### src/rtl/cache_refill_ctrl.sv
// Miss/refill and write-through controller for a direct-mapped, write-through,
// no-write-allocate cache. It refills whole lines on a load miss and forwards every store to memory.
module cache_refill_ctrl #(
  parameter int LOG_NUM_BLOCKS = 1,
  parameter int DATA_WIDTH     = 32,
  parameter int ADDR_WIDTH     = 8
) (
  input  logic                  clk,
  input  logic                  rst,
  input  logic                  cpu_req_valid,
  output logic                  cpu_req_ready,
  input  logic                  cpu_req_we,
  input  logic [ADDR_WIDTH-1:0] cpu_addr,
  input  logic [DATA_WIDTH-1:0] cpu_wdata,
  output logic                  cpu_resp_valid,
  output logic [DATA_WIDTH-1:0] cpu_rdata,
  input  logic                  cache_hit,
  input  logic [DATA_WIDTH-1:0] cache_rdata,
  output logic [ADDR_WIDTH-1:0] cache_addr,
  output logic                  cache_we,
  output logic [DATA_WIDTH-1:0] cache_wdata,
  output logic                  mem_req_valid,
  input  logic                  mem_req_ready,
  output logic                  mem_req_we,
  output logic [ADDR_WIDTH-1:0] mem_addr,
  output logic [DATA_WIDTH-1:0] mem_wdata,
  input  logic                  mem_resp_valid,
  input  logic [DATA_WIDTH-1:0] mem_rdata
);

  localparam int NUM_BLOCKS = 1 << LOG_NUM_BLOCKS;
  localparam logic [LOG_NUM_BLOCKS-1:0] LAST_BLOCK = LOG_NUM_BLOCKS'(NUM_BLOCKS - 1);

  typedef enum logic [2:0] {
    IDLE,
    LOOKUP,
    WR_MEM,
    FILL_REQ,
    FILL_WAIT,
    DONE
  } state_t;

  state_t                    r_state;
  state_t                    w_next;
  logic                      r_we;
  logic [ADDR_WIDTH-1:0]     r_addr;
  logic [DATA_WIDTH-1:0]     r_wdata;
  logic [DATA_WIDTH-1:0]     r_rdata;
  logic [LOG_NUM_BLOCKS-1:0] r_cnt;
  logic [ADDR_WIDTH-1:0]     w_fillAddr;

  // Fill beats always walk the line from block 0 upward, independent of the requested word.
  assign w_fillAddr = {r_addr[ADDR_WIDTH-1:LOG_NUM_BLOCKS], r_cnt};
  assign cpu_rdata  = r_rdata;

  always_ff @(posedge clk or posedge rst) begin
    if (rst) r_state <= IDLE;
    else     r_state <= w_next;
  end

  always_comb begin
    w_next         = r_state;
    cpu_req_ready  = (r_state == IDLE) && !rst;
    cpu_resp_valid = 1'b0;
    cache_addr     = r_addr;
    cache_we       = 1'b0;
    cache_wdata    = r_wdata;
    mem_req_valid  = 1'b0;
    mem_req_we     = 1'b0;
    mem_addr       = r_addr;
    mem_wdata      = r_wdata;
    case (r_state)
      IDLE: begin
        if (cpu_req_valid) w_next = LOOKUP;
      end
      LOOKUP: begin
        if (r_we) begin
          // No-write-allocate: a store only updates the cache when the line is already present.
          cache_we = cache_hit;
          w_next   = WR_MEM;
        end else if (cache_hit) begin
          w_next = DONE;
        end else begin
          w_next = FILL_REQ;
        end
      end
      WR_MEM: begin
        mem_req_valid = 1'b1;
        mem_req_we    = 1'b1;
        if (mem_req_ready) w_next = DONE;
      end
      FILL_REQ: begin
        mem_req_valid = 1'b1;
        mem_addr      = w_fillAddr;
        if (mem_req_ready) w_next = FILL_WAIT;
      end
      FILL_WAIT: begin
        cache_addr = w_fillAddr;
        if (mem_resp_valid) begin
          cache_we    = 1'b1;
          cache_wdata = mem_rdata;
          w_next      = (r_cnt == LAST_BLOCK) ? DONE : FILL_REQ;
        end
      end
      DONE: begin
        cpu_resp_valid = 1'b1;
        w_next         = IDLE;
      end
      default: w_next = IDLE;
    endcase
  end

  always_ff @(posedge clk or posedge rst) begin
    if (rst) begin
      r_we    <= 1'b0;
      r_addr  <= '0;
      r_wdata <= '0;
      r_rdata <= '0;
      r_cnt   <= '0;
    end else begin
      case (r_state)
        IDLE: begin
          if (cpu_req_valid) begin
            r_we    <= cpu_req_we;
            r_addr  <= cpu_addr;
            r_wdata <= cpu_wdata;
          end
        end
        LOOKUP: begin
          if (!r_we) begin
            if (cache_hit) r_rdata <= cache_rdata;
            else           r_cnt   <= '0;
          end
        end
        FILL_WAIT: begin
          if (mem_resp_valid) begin
            // Capture the requested word as it streams past during the fill.
            if (r_cnt == r_addr[LOG_NUM_BLOCKS-1:0]) r_rdata <= mem_rdata;
            if (r_cnt != LAST_BLOCK) r_cnt <= r_cnt + 1'b1;
          end
        end
        default: ;
      endcase
    end
  end

endmodule

### config.mk
export PLATFORM = sky130hd
export DESIGN_NAME = cache_refill_ctrl
export DESIGN_NICKNAME = d
export VERILOG_FILES = /design/src/rtl/cache_refill_ctrl.sv
export SDC_FILE = /design/constraint.sdc
export NUM_CORES = 1
export LEC_CHECK = 0
export BUFFER_PORTS_ARGS = -buffer_cell sky130_fd_sc_hd__buf_2
export CORE_UTILIZATION = 31
export DETAILED_ROUTE_END_ITERATION = 12
export GPL_TIMING_DRIVEN = 0
export PLACE_DENSITY_LB_ADDON = 0.15
export SLEW_MARGIN = 20
export SYNTH_ARGS = -nofsm -noshare
export SYNTH_HDL_FRONTEND = slang
export SYNTH_SLANG_ARGS = --single-unit
export TNS_END_PERCENT = 10
### constraint.sdc
create_clock -name clk -period 5.95 [get_ports clk]
set_input_delay 0.2975 -clock clk [delete_from_list [all_inputs] [get_ports clk]]
set_output_delay 0.2975 -clock clk [all_outputs]
set_load 0.02 [all_outputs]
Yosys cells after proc, flatten, opt, wreduce, memory -nomap -nowiden
Cells that the tools add are included.
{"block": "op_classes", "n_div": 0, "reduce_logical": 9, "add_sub_neg": 1, "bitwise": 0, "n_shift": 0, "n_eq_ne": 14, "mux": 28, "order_cmp": 0, "mul": 0}
{"op": "32-bit 2-to-1 mux", "count": 6}
{"op": "32-bit one-hot mux with 2 select lines", "count": 1}
{"op": "3-bit 2-to-1 mux", "count": 7}
{"op": "2-bit inequality test, second input constant", "count": 8}
{"op": "3-bit one-hot mux with 5 select lines", "count": 1}
{"op": "1-bit 2-to-1 mux", "count": 11}
{"op": "4-bit AND reduction", "count": 2}
{"op": "3-bit by 2-bit equality test with 1-bit output, second input constant", "count": 2}
{"op": "3-bit equality test, second input constant", "count": 2}
{"op": "5-bit AND reduction", "count": 1}
{"op": "1-bit one-hot mux with 2 select lines", "count": 2}
{"op": "3-bit by 1-bit equality test with 1-bit output, second input constant", "count": 1}
{"op": "3-bit logical NOT", "count": 1}
{"op": "2-bit AND reduction", "count": 1}
{"op": "2-bit nonzero test", "count": 1}
{"op": "2-bit OR reduction", "count": 1}
{"op": "1-bit adder, second input constant", "count": 1}
{"op": "1-bit equality test", "count": 1}
{"op": "1-bit logical AND", "count": 1}
{"op": "1-bit logical NOT", "count": 1}
{"block": "totals", "mem_count": 0, "output_inout_bits": 117, "reg_bits": 77, "mem_bits_ro": 0, "mem_bits_rw": 0, "elab_cells": 58, "latchBits": 0}

Longest topological paths before layout
Gate-level depths: netlist of run 1.
{"block": "depth", "word_depth": 4, "ltp_mapped": 6, "mapped_depth_nobuf": 5}

Worst setup path after synthesis of run 1
OpenSTA, ideal clock, no wires.
{"block": "synth_timing", "path_type": "reg2reg", "start": "register r_state[2]", "end": "register r_rdata[10] (netlist: cpu_rdata[10])", "setup_ns": 0.125, "stages_incl_launch_ff": 6, "required_ns": 5.825, "slack_ns": 4.206, "t_arrival_ns": 1.619, "synth_period_minus_slack_ns": 1.744, "cell_sequence": "dfrtp_1 buf_4 nor3b_4 buf_6 mux2_1 mux2_4"}
{"block": "synth_between", "elab_chain_cells": 3, "elab_cells_between_ends": 9, "classes_between": "6 x eq/ne; 1 x mux; 2 x reduce/logical"}
{"element": "start, declared", "line": "43", "text": "state_t r_state;"}
{"element": "start signal, assigned", "line": "58", "text": "else r_state <= w_next;"}
{"element": "3-bit equality test or 3-bit by 1-bit equality test with 1-bit output (tied branches)", "line": "121", "text": "case (r_state)"}
{"element": "2-bit inequality test (no line) or 2-bit nonzero test (tied branches)"}
{"element": "5-bit AND reduction (no line)"}
{"element": "end signal, assigned", "line": "131", "text": "if (cache_hit) r_rdata <= cache_rdata;"}
{"element": "end signal, assigned", "line": "138", "text": "if (r_cnt == r_addr[LOG_NUM_BLOCKS-1:0]) r_rdata <= mem_rdata;"}
{"element": "end, declared", "line": "48", "text": "logic [DATA_WIDTH-1:0] r_rdata;"}
Several ways; a longest one is shown, not always the timed one.
A chain may end at the register's enable or synchronous reset.

Final worst setup path of run 1
{"block": "layout_timing", "start": "register r_state[2]", "end": "output port cache_addr[0]"}
{"block": "layout_between", "elab_chain_cells": 2}
{"element": "3-bit equality test", "line": "72", "text": "case (r_state)"}
{"element": "1-bit 2-to-1 mux", "line": "72"}
{"element": "end, declared", "line": "19", "text": "output logic [ADDR_WIDTH-1:0] cache_addr,"}
Every way passes these cells.

==> metrics.csv, run 1 <==
stage,metric,value,unit
clocking,largest buffer count on any clock path,2,
synth,most common cell in the netlist,mux2_2,
synth,sequential fraction of the synthesis area,46.37,%
synth,"EDFF count, synth",0,
route,WL/cell,15.40,um
clocking,H-tree levels,3,
synth,"Top FF cell, synth",dfrtp_1,
synth,leading area contributor after synthesis,dfrtp_1,
die,Starting Density,32.40,%
route,Vias/cell,4.529,
clocking,Hold Buf Count CTS,0,
sta,fin crit share,41.68,%
cells_and_area,Area Overhead vs Synth,41.73,%
power,Comb power frac,54.2,%
grt,global route overflow,0,
clocking,TritonCTS clock tree,yes,
cells_and_area,# fillers,1207,
power,Net Sw Frac,39.33,%
route,DRT iter0 DRCs,98,
sta,fmax,403.2,MHz
synth,syn nets,391,
cells_and_area,fin cells,696,
synth,post-synth cell types,31,
clocking,Root Driver,clkbuf_16,
clocking,"Clk pin slew, worst setup/hold paths",0.06,ns
power,Reg power frac,27.5,%
clocking,cts bufs inserted,9,
route,Detailed Route WL,10.72,mm
synth,Area contributors post-synth,"dfrtp_1 (46%), mux2_2 (21%), mux2_4 (11%)",
synth,ys async rst share,100.0,%
power,Internal Pwr Total,2153,uW
clocking,CTS Sinks,77,
sta,Slew HR,59.09,%
hold_path,Worst Hold Class,primary input to asynchronous set/reset pin,
die,die height,117.8,um
critical_path,CP Capture Type,output port,
grt,global-route wire length before repair,17.31,mm
flow_run,max cap viols,0,
critical_path,Startpoint Class,register,
sta,Hold WS,0.02922,ns
synth,"top cells by count, synth","mux2_2 (79), dfrtp_1 (77), mux2_1 (30), mux2_4 (30), buf_4 (20)",
clocking,Skew-Pair Late Insertion Delay,0.33,ns
sta,Total Neg Setup Slack,0,ns
die,Core Rows,41,
grt,initial antenna violation count,0,
place,Port Buf Inserts,227,
power,P_sw,1396,uW
power,leak pwr,0.002908,uW
power,Cell Pwr Density,602.5,mW/mm2
grt,vias in the first global route,3231,
route,TritonRoute pass-1 iters,4,
die,Die W,117.8,um
synth,Synth Register Bits,77,
sta,minimum clock period,2.480,ns
sta,fin. max-slew vios,0,
power,Clock power frac,18.3,%
die,Core Area,0.01282,mm2
sta,Fin. Hold Viols,0,
critical_path,Worst EP required,5.65,ns
critical_path,worst setup path startpoint,r_state[2]$_DFFE_PP0P_,
grt,largest net degree at the start of global routing,45,
sta,final setup violating endpoints,0,
critical_path,CP Max Fanout,10,
place,placed insts,680,
synth,Ys Warns,0,
synth,synthesized area per cell,14.84,um2
clocking,Post-CTS Setup Bufs,0,
synth,Syn Inst Count,280,
outcome,run status,"complete, no violations",
critical_path,critical path type,register to output port,
clocking,PostCTS Resize Cnt,0,
place,DPL Wire Length,8.175,mm
cells_and_area,fin nets,630,
critical_path,critical path arrival,2.18,ns
route,DRC,0,
die,IO Pins,228,
cells_and_area,layout cells sized above 1,74.24,%
sta,pin slew with the least headroom to its limit,0.6130,ns
power,Peak VDD IR,262.5,uV
route,DR vias,3152,
synth,Synth top area share,46.37,%
synth,Post-Syn Area,0.004155,mm2
sta,unrepaired setup endpoints after global routing,false,
place,gp weighted congestion,0.7785,
sta,Setup Skew,0.004726,ns
grt,Global Route Usage Sum,16.10,%
route,antenna-violating nets left,0,
critical_path,worst r2r src,r_state[2]$_DFFE_PP0P_,
cells_and_area,Antenna diodes,0,
die,die area,0.01387,mm2
## sequential cells by signal (all words and copies together) (netlist names)
signal     cells
r_cnt          1
cpu_rdata     32
r_addr         8
mem_wdata     32
r_we           1
r_state        3
## layout make-up
class,instances,area [um2],area share (%)
Multi-Input combinational cell,168,1938,32.91
Sequential cell,77,1927,32.72
Timing Repair Buffer,228,1156,19.63
Buffer,31,275.3,4.674
Clock buffer,13,270.3,4.589
Tap cell,172,215.2,3.654
Clock inverter,3,90.09,1.530
Inverter,4,17.52,0.2974
## worst paths after layout
| kind | to | slack (ns) | cells after the start |
|---|---|---|---|
| setup / recovery | cache_addr[0] | 3.47 | 5 |
| hold / removal | r_addr[1]$_DFFE_PP0P_ | 0.03 | 2 |
| setup reg to reg | cpu_rdata[9]$_DFFE_PP0P_ | 3.87 | 5 |
| hold reg to reg | cpu_rdata[3]$_DFFE_PP0P_ | 0.50 | 1 |
| max in group asynchronous | cpu_rdata[12]$_DFFE_PP0P_ | 5.34 | 3 |
| min in group clk | mem_wdata[6]$_DFFE_PP0P_ | 0.18 | 2 |
## kinds of logic after synthesis
group                     Yosys count  synth area share, %
AOI/OAI and AO/OA                   9                2.017
xor gates and xnor gates            1               0.2108
buffers and inverters              35                6.986
DFF                                77                46.37
muxes                             139                40.38
and+or+nand+nor                    19                4.035
## worst max-delay path: stages (launching register included)
cell     delay, ns
dfrtp_1       0.34
buf_4         0.19
nor3b_4       0.56
buf_6         0.25
mux2_2        0.34
buf_2         0.16
## metal layers
layer  GRT usage (%)  vias up  part of all wire, %
met5               0        -                    0
met4           5.529        0                  1.3
met3           5.087       11                  7.7
met2           26.88      151                   48
met1           19.45     1510                   43
li1                -     1480                    -
## power groups by stage
| stage | logic (uW) | registers, uW | clock network (uW) |
|---|---|---|---|
| 6_report | 1920 | 975 | 650 |
| 2_1_floorplan | 1100 | 1240 | 0 |
| 4_1_cts | 1950 | 977 | 675 |
| 3_5_place_dp | 1950 | 982 | 0 |
| 3_3_place_gp | 1940 | 967 | 0 |
| 5_1_grt | 2040 | 1020 | 696 |
## placed cells by master, fill, tap and decap left out, types with 3 or more instances in the layout
cell	n
buf_4	20
mux2_1	30
clkbuf_16	9
buf_12	4
clkbuf_8	3
bufinv_16	3
dfrtp_1	77
buf_2	231
buf_6	4
mux2_2	79
nand2_1	3
mux2_4	30
inv_1	3
## metrics by stage
| stage | setup slack, ns | total power (uW) | utilization [%] | area (um2) |
|---|---|---|---|---|
| after floorplan | 3.686 | 2334 | - | 4155 |
| after CTS | 3.373 | 3604 | 45.92 | 5889 |
| after detailed placement | 3.745 | 2927 | 43.11 | 5529 |
| after global placement | 2.562 | 2905 | 42.94 | 5507 |
| final | 3.470 | 3549 | 45.92 | 5889 |
| after global routing | 3.280 | 3755 | 45.92 | 5889 |
No activity file was read; power rests on OpenSTA's default activity.
==> run 2, diff against run 1 <==
==> constraint.sdc (replaced) <==
create_clock -name clk -period 2.13 [get_ports clk]
set_input_delay 0.1065 -clock clk [delete_from_list [all_inputs] [get_ports clk]]
set_output_delay 0.1065 -clock clk [all_outputs]
set_load 0.02 [all_outputs]
==> run 2 against run 1 <==
Net effect:
- hold slack got worse by 0.010 ns
- sequential cell count stayed put
- sequential power grew to 2.8 times the previous value
- non-clock buffer count rose by 45
- clock skew hardly changed
- utilization grew 3.5 points
- register-to-register slack got worse by 3.6 ns
- worst setup slack lost 3.3 ns
- critical path type unchanged
==> metrics.csv, run 2 (synthesized netlist as in run 1, its figures left out) <==
stage,metric,value,unit
outcome,run status,"complete, no violations",
sta,unrepaired setup endpoints after global routing,false,
clocking,H-tree levels,3,
grt,vias in the first global route,3530,
clocking,largest buffer count on any clock path,2,
die,Die W,117.8,um
power,Cell Pwr Density,1578,mW/mm2
clocking,CTS Sinks,77,
route,Vias/cell,4.455,
sta,final setup violating endpoints,0,
place,gp weighted congestion,0.7785,
grt,initial antenna violation count,0,
cells_and_area,layout cells sized above 1,68.89,%
place,placed cell areas,0.005529,mm2
route,WL/cell,15.12,um
die,IO Pins,228,
sta,fmax,508.2,MHz
hold_path,Worst Hold Class,primary input to register,
clocking,cts bufs inserted,9,
grt,global-route wire length before repair,18.31,mm
place,Port Buf Inserts,227,
sta,pin slew with the least headroom to its limit,0.5763,ns
sta,fin crit share,92.38,%
critical_path,crit-path leading delay family,buffers and inverters,
cells_and_area,Final Cell Area,0.006344,mm2
cells_and_area,multi-input logic area,0.001938,mm2
die,Core Rows,41,
cells_and_area,"Core Util, Final",49.46,%
sta,Setup Skew,0.004236,ns
route,antenna-violating nets left,0,
clocking,Root Driver,clkbuf_16,
power,Reg power frac,27.2,%
critical_path,Worst EP required,2.02,ns
flow_run,max cap viols,0,
route,TritonRoute pass-1 iters,4,
critical_path,CP Capture Type,output port,
power,Net Sw Frac,39.24,%
power,P_sw,3930,uW
clocking,Skew-Pair Late Insertion Delay,0.33,ns
route,DRT iter0 DRCs,93,
power,total power,10010,uW
critical_path,worst path bufs/invs,3,
cells_and_area,Area Overhead vs Synth,52.66,%
critical_path,CP Max Fanout,10,
cells_and_area,# fillers,1162,
critical_path,critical path arrival,1.86,ns
sta,Hold WS,0.01879,ns
grt,Global Route Usage Sum,16.97,%
critical_path,CP Cell Sequence,"nand4bb_1, buf_4, buf_4, mux2_2, buf_2",
grt,largest net degree at the start of global routing,45,
power,Clock power frac,18.1,%
place,DPL Wire Length,8.175,mm
die,Starting Density,32.40,%
critical_path,Slowest cell on crit path,dfrtp_2,
critical_path,Startpoint Class,register,
sta,fin. max-slew vios,0,
cells_and_area,fin nets,675,
power,Peak VDD IR,751.8,uV
critical_path,Most common cell on crit path,buf_4,
sta,Slew HR,61.58,%
cells_and_area,Antenna diodes,0,
route,DR vias,3301,
critical_path,critical path's largest stage delay,0.45,ns
route,Detailed Route WL,11.21,mm
die,die height,117.8,um
clocking,"Clk pin slew, worst setup/hold paths",0.06,ns
cells_and_area,Reg area,0.001928,mm2
power,Comb power frac,54.6,%
grt,global route overflow,0,
sta,Fin. Hold Viols,0,
power,Internal Pwr Total,6084,uW
route,DRC,0,
power,leak pwr,0.003102,uW
sta,minimum clock period,1.968,ns
die,die area,0.01387,mm2
critical_path,critical path type,register to output port,
die,Core Area,0.01282,mm2
cells_and_area,"commonest non-fill, non-tap cell in the layout",buf_2,
clocking,TritonCTS clock tree,yes,
cells_and_area,"commonest cells after routing, fill and taps aside","buf_2 (228), mux2_2 (79), dfrtp_1 (76)",
## run 2: worst paths after layout
kind	start	to	slack, ns	depth (start not counted)
max	r_state[0]$_DFFE_PP0P_	cache_wdata[29]	0.16	5
min	cpu_wdata[22]	mem_wdata[22]$_DFFE_PP0P_	0.02	2
max reg2reg	r_state[2]$_DFFE_PP0P_	cpu_rdata[9]$_DFFE_PP0P_	0.26	6
min reg2reg	cpu_rdata[3]$_DFFE_PP0P_	cpu_rdata[3]$_DFFE_PP0P_	0.50	1
max in group asynchronous	rst	cpu_rdata[12]$_DFFE_PP0P_	1.16	4
min in group asynchronous	rst	r_addr[1]$_DFFE_PP0P_	0.39	3
## run 2: cell type report
type                    count  share of cell area, %
plain buffers              31                  4.458
well taps                 172                  3.393
flip-flops and latches     77                  30.39
inverters                   4                 0.2761
clock buffers              13                  4.260
multi-input cells         168                  30.55
repair buffers            273                  25.25
clock inverters             3                  1.420
## run 2: layer usage
layer	global-route usage (%)	vias up	share of wire, %
li1	-	1571	-
met1	20.08	1565	43
met2	29.23	153	49
met3	4.797	12	6.8
met4	5.929	0	1.5
met5	0	-	0
## run 2: worst reg2reg max path, cell delays in order (launching register included)
cell and delay [ns]:
dfrtp_1 0.34, buf_4 0.19, nor3b_4 0.27, buf_4 0.18, buf_6 0.15, mux2_1 0.35
mux2_4 0.27
## run 2: power groups by stage
stage	sequential (uW)	combinational (uW)	clock, uW
2_1_floorplan	3450	3070	0
3_3_place_gp	2700	5410	0
3_5_place_dp	2740	5430	0
4_1_cts	2730	5530	1890
5_1_grt	2850	5810	1940
6_report	2730	5470	1820
## run 2: repair_timing
action	CTS	global route
gates resized for setup	3	1
setup buffers	2	0
hold buffers	43	0
pin swaps	0	0
endpoints found under the setup margin	40	29
hold endpoints to repair	86	0
## run 2: through the flow
step	setup WS (ns)	setup TNS [ns]	instances
global placement	-1.067	-81.68	679
detailed placement	-0.02779	-0.06008	680
floorplan	0.05682	0	280
CTS	0.03579	0	741
finish	0.1624	0	741
global route	0.03037	0	741
